$ cat src/rtl/uart_fifo_core.sv
// UART datapath shared by the bus wrappers: TX/RX FIFOs, run-time frame format,
// 16x-free single-sample receiver, sticky errors and a level interrupt.

module uart_fifo_core_fifo #(
  parameter int unsigned DEPTH = 8
) (
  input  logic       clk,
  input  logic       rstn,
  input  logic       push_i,
  input  logic       pop_i,
  input  logic [7:0] data_i,
  output logic [7:0] data_o,
  output logic       empty_o,
  output logic       full_o
);
  localparam int unsigned AW = $clog2(DEPTH);
  localparam int unsigned CW = AW + 1;

  logic [7:0]    mem_q [DEPTH];
  logic [AW-1:0] wr_q, rd_q;
  logic [CW-1:0] cnt_q;
  logic          do_push_c, do_pop_c;

  assign empty_o   = (cnt_q == '0);
  assign full_o    = (cnt_q == CW'(DEPTH));
  assign do_pop_c  = pop_i & ~empty_o;
  // a pop frees the slot, so a push into a full FIFO is accepted in that cycle
  assign do_push_c = push_i & (~full_o | do_pop_c);
  assign data_o    = mem_q[rd_q];

  always_ff @(posedge clk or negedge rstn) begin
    if (!rstn) begin
      for (int i = 0; i < int'(DEPTH); i++) mem_q[i] <= '0;
      wr_q  <= '0;
      rd_q  <= '0;
      cnt_q <= '0;
    end else begin
      if (do_push_c) begin
        mem_q[wr_q] <= data_i;
        wr_q        <= wr_q + AW'(1);
      end
      if (do_pop_c) rd_q <= rd_q + AW'(1);
      cnt_q <= cnt_q + CW'(do_push_c) - CW'(do_pop_c);
    end
  end
endmodule

module uart_fifo_core #(
  parameter int unsigned FIFO_DEPTH = 8,
  parameter int unsigned DIV_W      = 16
) (
  input  logic             clk,
  input  logic             rstn,
  input  logic [DIV_W-1:0] cfg_div,
  input  logic [1:0]       cfg_dbits,
  input  logic [1:0]       cfg_par,
  input  logic             cfg_stop2,
  input  logic             tx_en,
  input  logic             rx_en,
  input  logic [7:0]       tx_data,
  input  logic             tx_valid,
  output logic             tx_ready,
  output logic [7:0]       rx_data,
  output logic             rx_valid,
  input  logic             rx_ready,
  input  logic             err_clr,
  output logic             uart_tx,
  input  logic             uart_rx,
  output logic             tx_busy,
  output logic             rx_overrun,
  output logic             rx_parity_err,
  output logic             rx_frame_err,
  output logic             irq
);
  typedef enum logic [2:0] {S_IDLE, S_START, S_DATA, S_PARITY, S_STOP} state_e;

  logic [DIV_W-1:0] div_eff_c, rx_period_c;
  logic [2:0]       last_bit_c;
  logic [7:0]       dmask_c, tx_head_c, tx_load_c;
  logic             par_en_c, par_odd_c;

  assign div_eff_c  = (cfg_div < DIV_W'(2)) ? DIV_W'(2) : cfg_div;
  assign last_bit_c = {1'b0, cfg_dbits} + 3'd4;
  assign dmask_c    = 8'hFF >> (2'd3 - cfg_dbits);
  assign par_en_c   = (cfg_par == 2'd1) || (cfg_par == 2'd2);
  assign par_odd_c  = (cfg_par == 2'd2);

  // ---------------- TX ----------------
  state_e           tx_state_q;
  logic [DIV_W-1:0] tx_cnt_q;
  logic [2:0]       tx_bit_q;
  logic [7:0]       tx_shift_q;
  logic             tx_par_q, tx_stop2_q, uart_tx_q, tx_busy_q;
  logic             tx_empty_c, tx_full_c, tx_tick_c, tx_pop_c;

  uart_fifo_core_fifo #(.DEPTH(FIFO_DEPTH)) u_tx_fifo (
    .clk(clk), .rstn(rstn), .push_i(tx_valid), .pop_i(tx_pop_c), .data_i(tx_data),
    .data_o(tx_head_c), .empty_o(tx_empty_c), .full_o(tx_full_c)
  );

  assign tx_tick_c = (tx_cnt_q >= div_eff_c - DIV_W'(1));
  assign tx_load_c = tx_head_c & dmask_c;
  // load from IDLE, or straight out of the last stop period for gapless frames
  assign tx_pop_c  = tx_en & ~tx_empty_c &
                     ((tx_state_q == S_IDLE) || ((tx_state_q == S_STOP) && tx_tick_c && !tx_stop2_q));

  always_ff @(posedge clk or negedge rstn) begin
    if (!rstn) begin
      tx_state_q <= S_IDLE;
      tx_cnt_q   <= '0;
      tx_bit_q   <= '0;
      tx_shift_q <= '0;
      tx_par_q   <= 1'b0;
      tx_stop2_q <= 1'b0;
      uart_tx_q  <= 1'b1;
      tx_busy_q  <= 1'b0;
    end else begin
      tx_cnt_q <= tx_tick_c ? '0 : tx_cnt_q + DIV_W'(1);
      case (tx_state_q)
        S_IDLE: tx_cnt_q <= '0;
        S_START: if (tx_tick_c) begin
          tx_state_q <= S_DATA;
          tx_bit_q   <= '0;
          uart_tx_q  <= tx_shift_q[0];
        end
        S_DATA: if (tx_tick_c) begin
          if (tx_bit_q >= last_bit_c) begin
            if (par_en_c) begin
              tx_state_q <= S_PARITY;
              uart_tx_q  <= tx_par_q;
            end else begin
              tx_state_q <= S_STOP;
              uart_tx_q  <= 1'b1;
              tx_stop2_q <= cfg_stop2;
            end
          end else begin
            tx_bit_q   <= tx_bit_q + 3'd1;
            tx_shift_q <= tx_shift_q >> 1;
            uart_tx_q  <= tx_shift_q[1];
          end
        end
        S_PARITY: if (tx_tick_c) begin
          tx_state_q <= S_STOP;
          uart_tx_q  <= 1'b1;
          tx_stop2_q <= cfg_stop2;
        end
        S_STOP: if (tx_tick_c) begin
          if (tx_stop2_q) tx_stop2_q <= 1'b0;
          else begin
            tx_state_q <= S_IDLE;
            tx_busy_q  <= 1'b0;
            uart_tx_q  <= 1'b1;
          end
        end
        default: tx_state_q <= S_IDLE;
      endcase
      if (tx_pop_c) begin
        tx_state_q <= S_START;
        tx_cnt_q   <= '0;
        tx_shift_q <= tx_load_c;
        tx_par_q   <= (^tx_load_c) ^ par_odd_c;
        uart_tx_q  <= 1'b0;
        tx_busy_q  <= 1'b1;
      end
    end
  end

  // ---------------- RX ----------------
  state_e           rx_state_q;
  logic [DIV_W-1:0] rx_cnt_q;
  logic [2:0]       rx_bit_q;
  logic [7:0]       rx_shift_q;
  logic             rx_s1_q, rx_s2_q, rx_s3_q, rx_par_q, rx_perr_q;
  logic             rx_empty_c, rx_full_c, rx_tick_c, rx_done_c, rx_pop_c;

  assign rx_pop_c    = rx_ready & ~rx_empty_c;
  assign rx_period_c = (rx_state_q == S_START) ? (div_eff_c >> 1) : div_eff_c;
  assign rx_tick_c   = (rx_cnt_q >= rx_period_c - DIV_W'(1));
  assign rx_done_c   = (rx_state_q == S_STOP) && rx_tick_c;

  uart_fifo_core_fifo #(.DEPTH(FIFO_DEPTH)) u_rx_fifo (
    .clk(clk), .rstn(rstn), .push_i(rx_done_c), .pop_i(rx_pop_c), .data_i(rx_shift_q),
    .data_o(rx_data), .empty_o(rx_empty_c), .full_o(rx_full_c)
  );

  always_ff @(posedge clk or negedge rstn) begin
    if (!rstn) begin
      rx_s1_q    <= 1'b1;
      rx_s2_q    <= 1'b1;
      rx_s3_q    <= 1'b1;
      rx_state_q <= S_IDLE;
      rx_cnt_q   <= '0;
      rx_bit_q   <= '0;
      rx_shift_q <= '0;
      rx_par_q   <= 1'b0;
      rx_perr_q  <= 1'b0;
    end else begin
      rx_s1_q  <= uart_rx;
      rx_s2_q  <= rx_s1_q;
      rx_s3_q  <= rx_s2_q;
      rx_cnt_q <= rx_tick_c ? '0 : rx_cnt_q + DIV_W'(1);
      case (rx_state_q)
        S_IDLE: begin
          rx_cnt_q <= '0;
          if (rx_en && !rx_s2_q && rx_s3_q) begin
            rx_state_q <= S_START;
            rx_shift_q <= '0;
            rx_par_q   <= 1'b0;
            rx_perr_q  <= 1'b0;
          end
        end
        // mid-start re-sample rejects glitches shorter than half a bit
        S_START: if (rx_tick_c) begin
          rx_state_q <= rx_s2_q ? S_IDLE : S_DATA;
          rx_bit_q   <= '0;
        end
        S_DATA: if (rx_tick_c) begin
          rx_shift_q[rx_bit_q] <= rx_s2_q;
          rx_par_q             <= rx_par_q ^ rx_s2_q;
          if (rx_bit_q >= last_bit_c) rx_state_q <= par_en_c ? S_PARITY : S_STOP;
          else rx_bit_q <= rx_bit_q + 3'd1;
        end
        S_PARITY: if (rx_tick_c) begin
          rx_perr_q  <= rx_par_q ^ rx_s2_q ^ par_odd_c;
          rx_state_q <= S_STOP;
        end
        S_STOP: if (rx_tick_c) rx_state_q <= S_IDLE;
        default: rx_state_q <= S_IDLE;
      endcase
    end
  end

  // sticky errors: a new error wins over a same-cycle clear
  logic ovr_q, perr_q, ferr_q, irq_q;

  always_ff @(posedge clk or negedge rstn) begin
    if (!rstn) begin
      ovr_q  <= 1'b0;
      perr_q <= 1'b0;
      ferr_q <= 1'b0;
      irq_q  <= 1'b1;
    end else begin
      ovr_q  <= (ovr_q & ~err_clr) | (rx_done_c & rx_full_c & ~rx_pop_c);
      perr_q <= (perr_q & ~err_clr) | (rx_done_c & rx_perr_q & par_en_c);
      ferr_q <= (ferr_q & ~err_clr) | (rx_done_c & ~rx_s2_q);
      irq_q  <= ~rx_empty_c | ovr_q | perr_q | ferr_q | (tx_empty_c & ~tx_busy_q);
    end
  end

  assign tx_ready      = ~tx_full_c;
  assign rx_valid      = ~rx_empty_c;
  assign uart_tx       = uart_tx_q;
  assign tx_busy       = tx_busy_q;
  assign rx_overrun    = ovr_q;
  assign rx_parity_err = perr_q;
  assign rx_frame_err  = ferr_q;
  assign irq           = irq_q;
endmodule

$ cat config.mk
export PLATFORM = sky130hd
export DESIGN_NAME = uart_fifo_core
export DESIGN_NICKNAME = d
export VERILOG_FILES = /design/src/rtl/uart_fifo_core.sv
export SDC_FILE = /design/constraint.sdc
export NUM_CORES = 1
export LEC_CHECK = 0
export BUFFER_PORTS_ARGS = -buffer_cell sky130_fd_sc_hd__buf_4
export CORE_ASPECT_RATIO = 0.8
export CORE_MARGIN = 2
export CORE_UTILIZATION = 36
export DETAILED_ROUTE_END_ITERATION = 12
export GPL_ROUTABILITY_DRIVEN = 0
export PLACE_DENSITY_LB_ADDON = 0.12
export RECOVER_POWER = 25
export SLEW_MARGIN = 25
export SYNTH_ARGS = -nofsm -noshare
export SYNTH_HDL_FRONTEND = slang
export SYNTH_SLANG_ARGS = --single-unit
$ cat constraint.sdc
create_clock -name clk -period 11.15 [get_ports clk]
set_input_delay 1.6725 -clock clk [delete_from_list [all_inputs] [get_ports clk]]
set_output_delay 1.6725 -clock clk [all_outputs]
set_load 0.005 [all_outputs]
==> summary.txt, run 1 <==
Drt
  – Total Routed Length: about 27000 µm
  – Routed vias/inst: 5.148
  – Drt pass-1 iters: 5
  – Per-cell routed wire length: 17.57 µm
  – First DRT Iteration DRCs: 366
  – Via count: between 7k and 8k
  – Drt drc: 0
  – Post-route ant nets: 0

Global route
  – Largest net degree at the start of global routing: between 80 and 90
  – Global-route wire length before repair: around 45000 µm
  – Initial antenna violation count: 2
  – Vias in the first global route: 8009
  – Total Routing Usage GR: between 10% and 20%
  – Total gr overflow: 0

STA
  – Pins over their slew limit: 82
  – RSZ-0062 raised after global routing: false
  – Rel. slew slack: -193.9%
  – Final Critical Period: ~6700 ps
  – Setup Skew: between 10 and 15 ps
  – Fin Setup TNS: 0 ps
  – Final period utilization: around three fifths
  – Count of final hold-check violations: 0
  – Worst-Margin Slew: about 4400 ps
  – Max Freq: roughly 150 MHz
  – Final setup vio count: 0

Worst setup path
  – CP max-delay cell: a21oi_1
  – Worst Path Buf+Inv: 2
  – R2R setup slack: about 6000 ps
  – Max stage delay on crit path: 710 ps
  – Req. time, crit path: around 12000 ps
  – Crit path launch type: input pin
  – CP startpoint: cfg_div[9]
  – Top delay family on crit path: simple AND/OR/NAND/NOR gates
  – Crit-path cells: buf_4 -> nor4_1 -> nand3_1 -> or3b_2 -> a31oi_1 -> ha_1 -> nand3b_1 -> nor3_1 -> nand4_1 -> or3_1 -> o21ai_0 -> o221ai_1 -> ha_1 -> and3_1 -> a221o_1 -> a21oi_1 -> o31ai_2 -> buf_4 -> nor2_1
  – Crit. End Element: register
  – R2R Path Start: rx_state_q[2]
  – CP Class: in -> reg
  – Worst Setup EP: rx_cnt_q[4]
  – R2r worst-path depth: 16
  – Crit. path cell count: 19
  – CP arrival: just over 7000 ps
  – Critical path fanouts, max: 16
  – Reg2Reg Capture Point: rx_cnt_q[4]

Finish
  – Share of layout cells above drive strength 1: between 20 and 25%
  – Area of the multi-input gates: slightly above 6000 µm²
  – Layout area overhead: 12.63%
  – Sequential Area: 5537 µm²
  – Final #Nets: between 1k and 1.5k
  – Non-filler cells, final: roughly 1.5k
  – Finished Cell Area: between 10000 and 15000 µm²
  – Fill cell count: approximately 3.2k

Status
  – Status: finished, violations left
  – Failing checks: capacitance limit, slew limit

Synthesis
  – Post-Synthesis Cells: around 1.1k
  – Dominant synthesized flop cell: dfrtp_1
  – Post-synth EDFFs: 0
  – Share of the yosys chip area belonging to registers: a little under half
  – Synthesized Nets: about 1.2k
  – Synth Area per Inst: around 11 µm²
  – Synth area leader: dfrtp_1
  – Ys async rst share: 100.0%
  – Yosys warnings: 0
  – Synth Cell Area: between 10000 and 15000 µm²
  – Synth top area share: around 45%
  – Synth cell types: just over 70
  – Dominant cells by area after synthesis: dfrtp_1 (45%), mux2_2 (12%), ha_1 (6.1%)
  – Flops & latches, synth: between 200 and 250

Clock network
  – Clock sink count: approximately 220
  – Worst-Skew Late Latency: approximately 530 ps
  – Longest Clk Path Bufs: 3
  – # H-tree levels: 1
  – Clk pin slew, worst setup/hold paths: 60 ps
  – Post-CTS sizing: 0
  – Post-CTS Setup Inserts: 0
  – Hold buffer count at CTS: 0
  – Number of CTS-inserted buffers: 24
  – CTS tree: yes
  – Clk root buf: clkbuf_16

Pwr
  – Peak supply drop: approximately 0.00013 V
  – P_leak: about 6.3 nW
  – Power density cells: approximately 210 nW/µm²
  – Total power: around 2.8 mW

Placed design
  – Placed inst area: approximately 13000 µm²
  – Placed cell count: between 1.5k and 2k
  – Input/output buffers: 52
  – Placed wire-length estimate: roughly 18000 µm

Hold path
  – Hold crit path type: reg -> reg
  – Hold Path Stages: 0

Floorplan
  – Core Area: around 33000 µm²
  – Die W: around 210 µm
  – Die H: 168.3 µm
  – Die area: 35220 µm²
  – Initial Util: approximately 36%
  – # rows: 60
  – Top-Level Pins: 53

Flow run
  – Max Cap Violations: 1
-- placed cells by master, fill, tap and decap left out, types with 5 or more instances in the layout --
cell type	netlist	routed
dfrtp_1	216	216
mux2_2	134	134
nor2_1	89	89
nand2_1	71	71
ha_1	59	59
buf_4	2	57
xnor2_1	42	42
inv_1	42	42
a21oi_1	33	33
mux4_2	32	32
xor2_1	30	30
nand3_1	27	27
clkbuf_16	0	25
o21ai_0	22	22
a31oi_1	20	20
mux2i_1	18	18
and3_1	13	13
a21o_1	13	13
nor3_1	12	12
nor2b_1	11	11
clkbuf_1	31	11
nand3b_1	9	9
nand2b_1	9	9
a22o_1	9	9
nand4_1	8	8
mux2_1	8	8
a211oi_1	7	7
nor4_1	5	5
or3_1	5	5
clkbuf_8	0	5
-- cell usage after synthesis (3+ instances only) --
cell and number:
a211oi_1 7, a21oi_1 33, mux2i_1 18, nor2_1 89, buf_2 9, nand3b_1 9
o21ai_0 22, ha_1 59, nor2b_1 11, and3_1 13, nand4_1 8, a21o_1 13
nand3_1 27, mux2_2 134, a22o_1 9, nor3_1 12, a31oi_1 20, nand2b_1 9
clkbuf_1 31, o211ai_1 4, and4b_1 3, inv_1 42, mux2_1 8, and4_1 4
mux4_2 32, nor4_1 5, xor2_1 30, or3_1 5, buf_1 12, dfstp_2 5
dfrtp_1 216, xnor2_1 42, nand2_1 71
-- cell type report --
cell class	count	share of cell area, %
sequential	221	40.48
clock buffer	38	5.297
inverter	42	1.153
clock inverter	4	0.3294
tap	434	3.971
antenna	1	0.01830
timing repair buffer	62	3.349
multi-input combinational	743	45.40
-- through the flow --
| step | hold slack (ps) | setup WS (ps) | utilization [%] |
|---|---|---|---|
| 2_1_floorplan | 345.2 | 4497 | - |
| 4_1_cts | 358.0 | 4507 | 40.97 |
| 5_1_grt | 372.5 | 3990 | 40.94 |
| 6_report | 362.6 | 4416 | 40.94 |
| 3_5_place_dp | 348.8 | 3946 | 38.67 |
| 3_3_place_gp | 349.8 | 4018 | 38.67 |
-- state kept, by name, summed over array words and instances, names as in the netlist, 4 cells and up --
register,flops
rx_cnt_q,16
u_tx_fifo.cnt_q,4
rx_shift_q,8
u_rx_fifo.mem_q,64
u_tx_fifo.mem_q,64
tx_shift_q,8
u_rx_fifo.cnt_q,4
tx_cnt_q,16
-- layer usage --
metal	vias up	share of wire [%]	GRT usage [%]
met5	-	0.059	0
met2	113	41	23.38
met4	2	2.4	4.161
met1	3929	53	24.64
met3	41	3.1	2.481
li1	3869	-	-
-- how the worst min path moves through the flow --
stage / startpoint / end / slack [ps]
floorplan: rx_s1_q / rx_s2_q / 350
global placement: rx_s1_q / rx_s2_q / 350
detailed placement: rx_s1_q / rx_s2_q / 350
CTS: rx_s1_q / rx_s2_q / 360
global route: rx_s1_q / rx_s2_q / 370
finish: rx_s1_q / rx_s2_q / 360
-- logic make-up after synthesis --
family                     count (synthesis)  share of synthesized area, %
and+or+nand+nor                          283                         11.48
DFF                                      221                         45.60
muxes                                    192                         20.59
AOI/OAI and AO/OA                        135                         7.420
buffers and inverters                     98                         3.308
xor gates and xnor gates                  72                         5.194
adders and majority gates                 61                         6.410
-- power breakdown --
| part | switching (mW) | internal (mW) |
|---|---|---|
| Clock | 0.324 | 0.466 |
| Sequential | 0.153 | 0.995 |
| Combinational | 0.419 | 0.476 |
No activity file was read; power rests on OpenSTA's default activity.
==> run 2: changes to the inputs <==
- clock period: 11.15 -> 6 ns (I/O delays scaled with it)
==> run 2 against run 1 <==
The flow still finishes with violations (capacitance limit, slew limit). Core utilization increased by 0.73 points. Clock skew is 12 ps higher. Routed wire length grew 0.43%. Global-route usage barely moved. Sequential power is 90% higher. First-iteration DRC count fell by 8.7%. Cell area is 1.8% higher. Critical path type unchanged. Largest power group unchanged.
==> summary.txt, run 2 (synthesis gave the netlist of run 1 again) <==
STA
  – Count of final hold-check violations: 0
  – Final period utilization: between 90 and 100%
  – Fin Setup TNS: 0 ps
  – Rel. slew slack: -49.64%
  – Max Freq: 179.9 MHz
  – Worst-Margin Slew: ~2200 ps
  – Pins over their slew limit: roughly 130
  – RSZ-0062 raised after global routing: false
  – PnR worst setup slack: ~440 ps
  – Final setup vio count: 0
  – Setup Skew: 24.91 ps
  – Final Critical Period: roughly 5600 ps

Floorplan
  – Top-Level Pins: 53
  – Die W: roughly 210 µm
  – Initial Util: 36.34%
  – # rows: 60
  – Die area: 35220 µm²
  – Core Area: roughly 33000 µm²
  – Die H: between 150 and 200 µm

Worst setup path
  – Crit path launch type: input pin
  – R2R Path Start: rx_state_q[1]
  – Critical path fanouts, max: 12
  – CP Class: in -> reg
  – CP arrival: a little under 6000 ps
  – Crit-path cells: buf_4 -> nor4_1 -> nand3_1 -> or3b_2 -> a31oi_1 -> ha_1 -> nand3b_1 -> nor3_1 -> nand4_1 -> or3_1 -> o21ai_0 -> o221ai_1 -> ha_1 -> and3_1 -> o311a_1 -> nand2_1 -> o21ai_0 -> buf_4 -> and4_1 -> mux2_2
  – Top delay family on crit path: simple AND/OR/NAND/NOR gates
  – Crit. End Element: register
  – Max stage delay on crit path: 540 ps
  – CP max-delay cell: and4_1
  – R2r worst-path depth: 17
  – Req. time, crit path: 6400 ps
  – Worst Path Buf+Inv: 2
  – R2R setup slack: 960 ps
  – Reg2Reg Capture Point: u_rx_fifo.mem_q[5]

Finish
  – Share of layout cells above drive strength 1: between 20 and 30%
  – Most common cell after layout, fill and taps aside: dfrtp_1
  – Non-filler cells, final: around 1.6k
  – Layout area overhead: 14.65%
  – Finished Cell Area: around 14000 µm²
  – Final #Nets: ~1.2k
  – Commonest non-fill, non-tap cells in the layout: dfrtp_1 (215), mux2_2 (134), nor2_1 (89)
  – Fill cell count: approximately 3.1k
  – Biggest regs: u_rx_fifo.mem_q x64, u_tx_fifo.mem_q x64

Global route
  – Total Routing Usage GR: about 16%
  – Global-route wire length before repair: roughly 45000 µm
  – Vias in the first global route: slightly above 8k
  – Largest net degree at the start of global routing: between 100 and 150
  – Total gr overflow: 0
  – Initial antenna violation count: 2

Placed design
  – Placed wire-length estimate: 18700 µm
  – Input/output buffers: 52
  – Placed inst area: approximately 13000 µm²
  – Dpl ws: -62.12 ps
  – Placed cell count: about 1.5k

Clock network
  – Post-CTS Setup Inserts: 0
  – Hold buffer count at CTS: 0
  – Clk root buf: clkbuf_16
  – Longest Clk Path Bufs: 3
  – # H-tree levels: 1
  – Number of CTS-inserted buffers: 25
  – Worst-Skew Late Latency: between 500 and 600 ps
  – CTS tree: yes
  – Clock sink count: between 200 and 250
  – Post-CTS sizing: 0
  – Clk pin slew, worst setup/hold paths: ~60 ps

Pwr
  – P_leak: roughly 6.4 nW
  – Peak supply drop: around 0.00025 V
  – Power density cells: just under 400 nW/µm²

Drt
  – First DRT Iteration DRCs: between 300 and 400
  – Drt drc: 0
  – Post-route ant nets: 0
  – Routed vias/inst: approximately 5.1
  – Via count: 8077
  – Total Routed Length: roughly 27000 µm
  – Drt pass-1 iters: 4
  – Per-cell routed wire length: about 17 µm

Status
  – Failing checks: capacitance limit, slew limit
  – Status: finished, violations left

Hold path
  – Hold Crit Start: rx_s1_q
  – Hold crit path type: reg -> reg
  – Worst Hold Endpoint: rx_s2_q
  – Hold Path Stages: 0

Flow run
  – Max Cap Violations: 2
-- run 2: cell types whose count changed in the layout (fill, tap and decap cells not counted), sizes merged --
cell	previous run	this run
buf	58	80
clkbuf	42	38
bufinv	1	3
inv	42	44
clkinv	3	6
-- run 2: final cells by class --
class,instances,area [µm²],area share (%)
multi-input cells,743,6208,44.60
clock buffers,35,713.2,5.123
diodes,1,2.502,0.01798
clock inverters,11,141.4,1.016
inverters,42,157.7,1.132
flip-flops and latches,221,5538,39.78
well taps,434,543.0,3.901
repair buffers,83,616.8,4.431
-- run 2: report_power, final --
part / total, mW / internal [mW] / switching [mW]
Clock: 1.59 / 0.961 / 0.631
Combinational: 1.63 / 0.894 / 0.738
Sequential: 2.18 / 1.85 / 0.332
Total: 5.41 / 3.70 / 1.70
-- run 2: stage by stage --
step	power [mW]	utilization [%]	hold WS, ps
finish	5.405	41.67	361.6
global placement	3.849	39.12	346.0
global route	5.794	41.67	368.4
detailed placement	3.873	39.12	349.7
CTS	5.501	41.68	358.7
floorplan	3.417	-	345.2
-- run 2: how the worst max path moves through the flow --
stage	slack (ps)	cells past startpoint	endpoint	from
finish	440	20	u_rx_fifo.mem_q[5]	cfg_div[13]
detailed placement	-60	20	u_rx_fifo.mem_q[5]	cfg_div[13]
global placement	130	20	u_rx_fifo.mem_q[5]	cfg_div[13]
floorplan	120	21	u_rx_fifo.cnt_q[2]	cfg_div[9]
global route	20	20	u_rx_fifo.mem_q[5]	cfg_div[13]
CTS	500	20	u_rx_fifo.mem_q[5]	cfg_div[13]
-- run 2: worst reg2reg max path, cell delays in order (launching register included) --
cell and delay (ps):
dfrtp_1 500, or3b_1 510, a31oi_1 270, ha_1 220
nand3b_1 180, nor3_1 270, nand4_1 180, or3_1 390
o21ai_0 160, o221ai_1 140, ha_1 310, and3_1 190
o311a_1 230, nand2_1 70, o21ai_0 150, buf_4 200
and4_1 540, mux2_2 400
-- run 2: per-layer routing --
metal | part of all wire, % | up-vias | GRT usage, %
met3 | 3.2 | 40 | 2.630
met4 | 2.2 | 2 | 3.509
li1 | - | 3922 | -
met2 | 42 | 92 | 23.67
met5 | 0.059 | - | 0
met1 | 53 | 4021 | 24.41
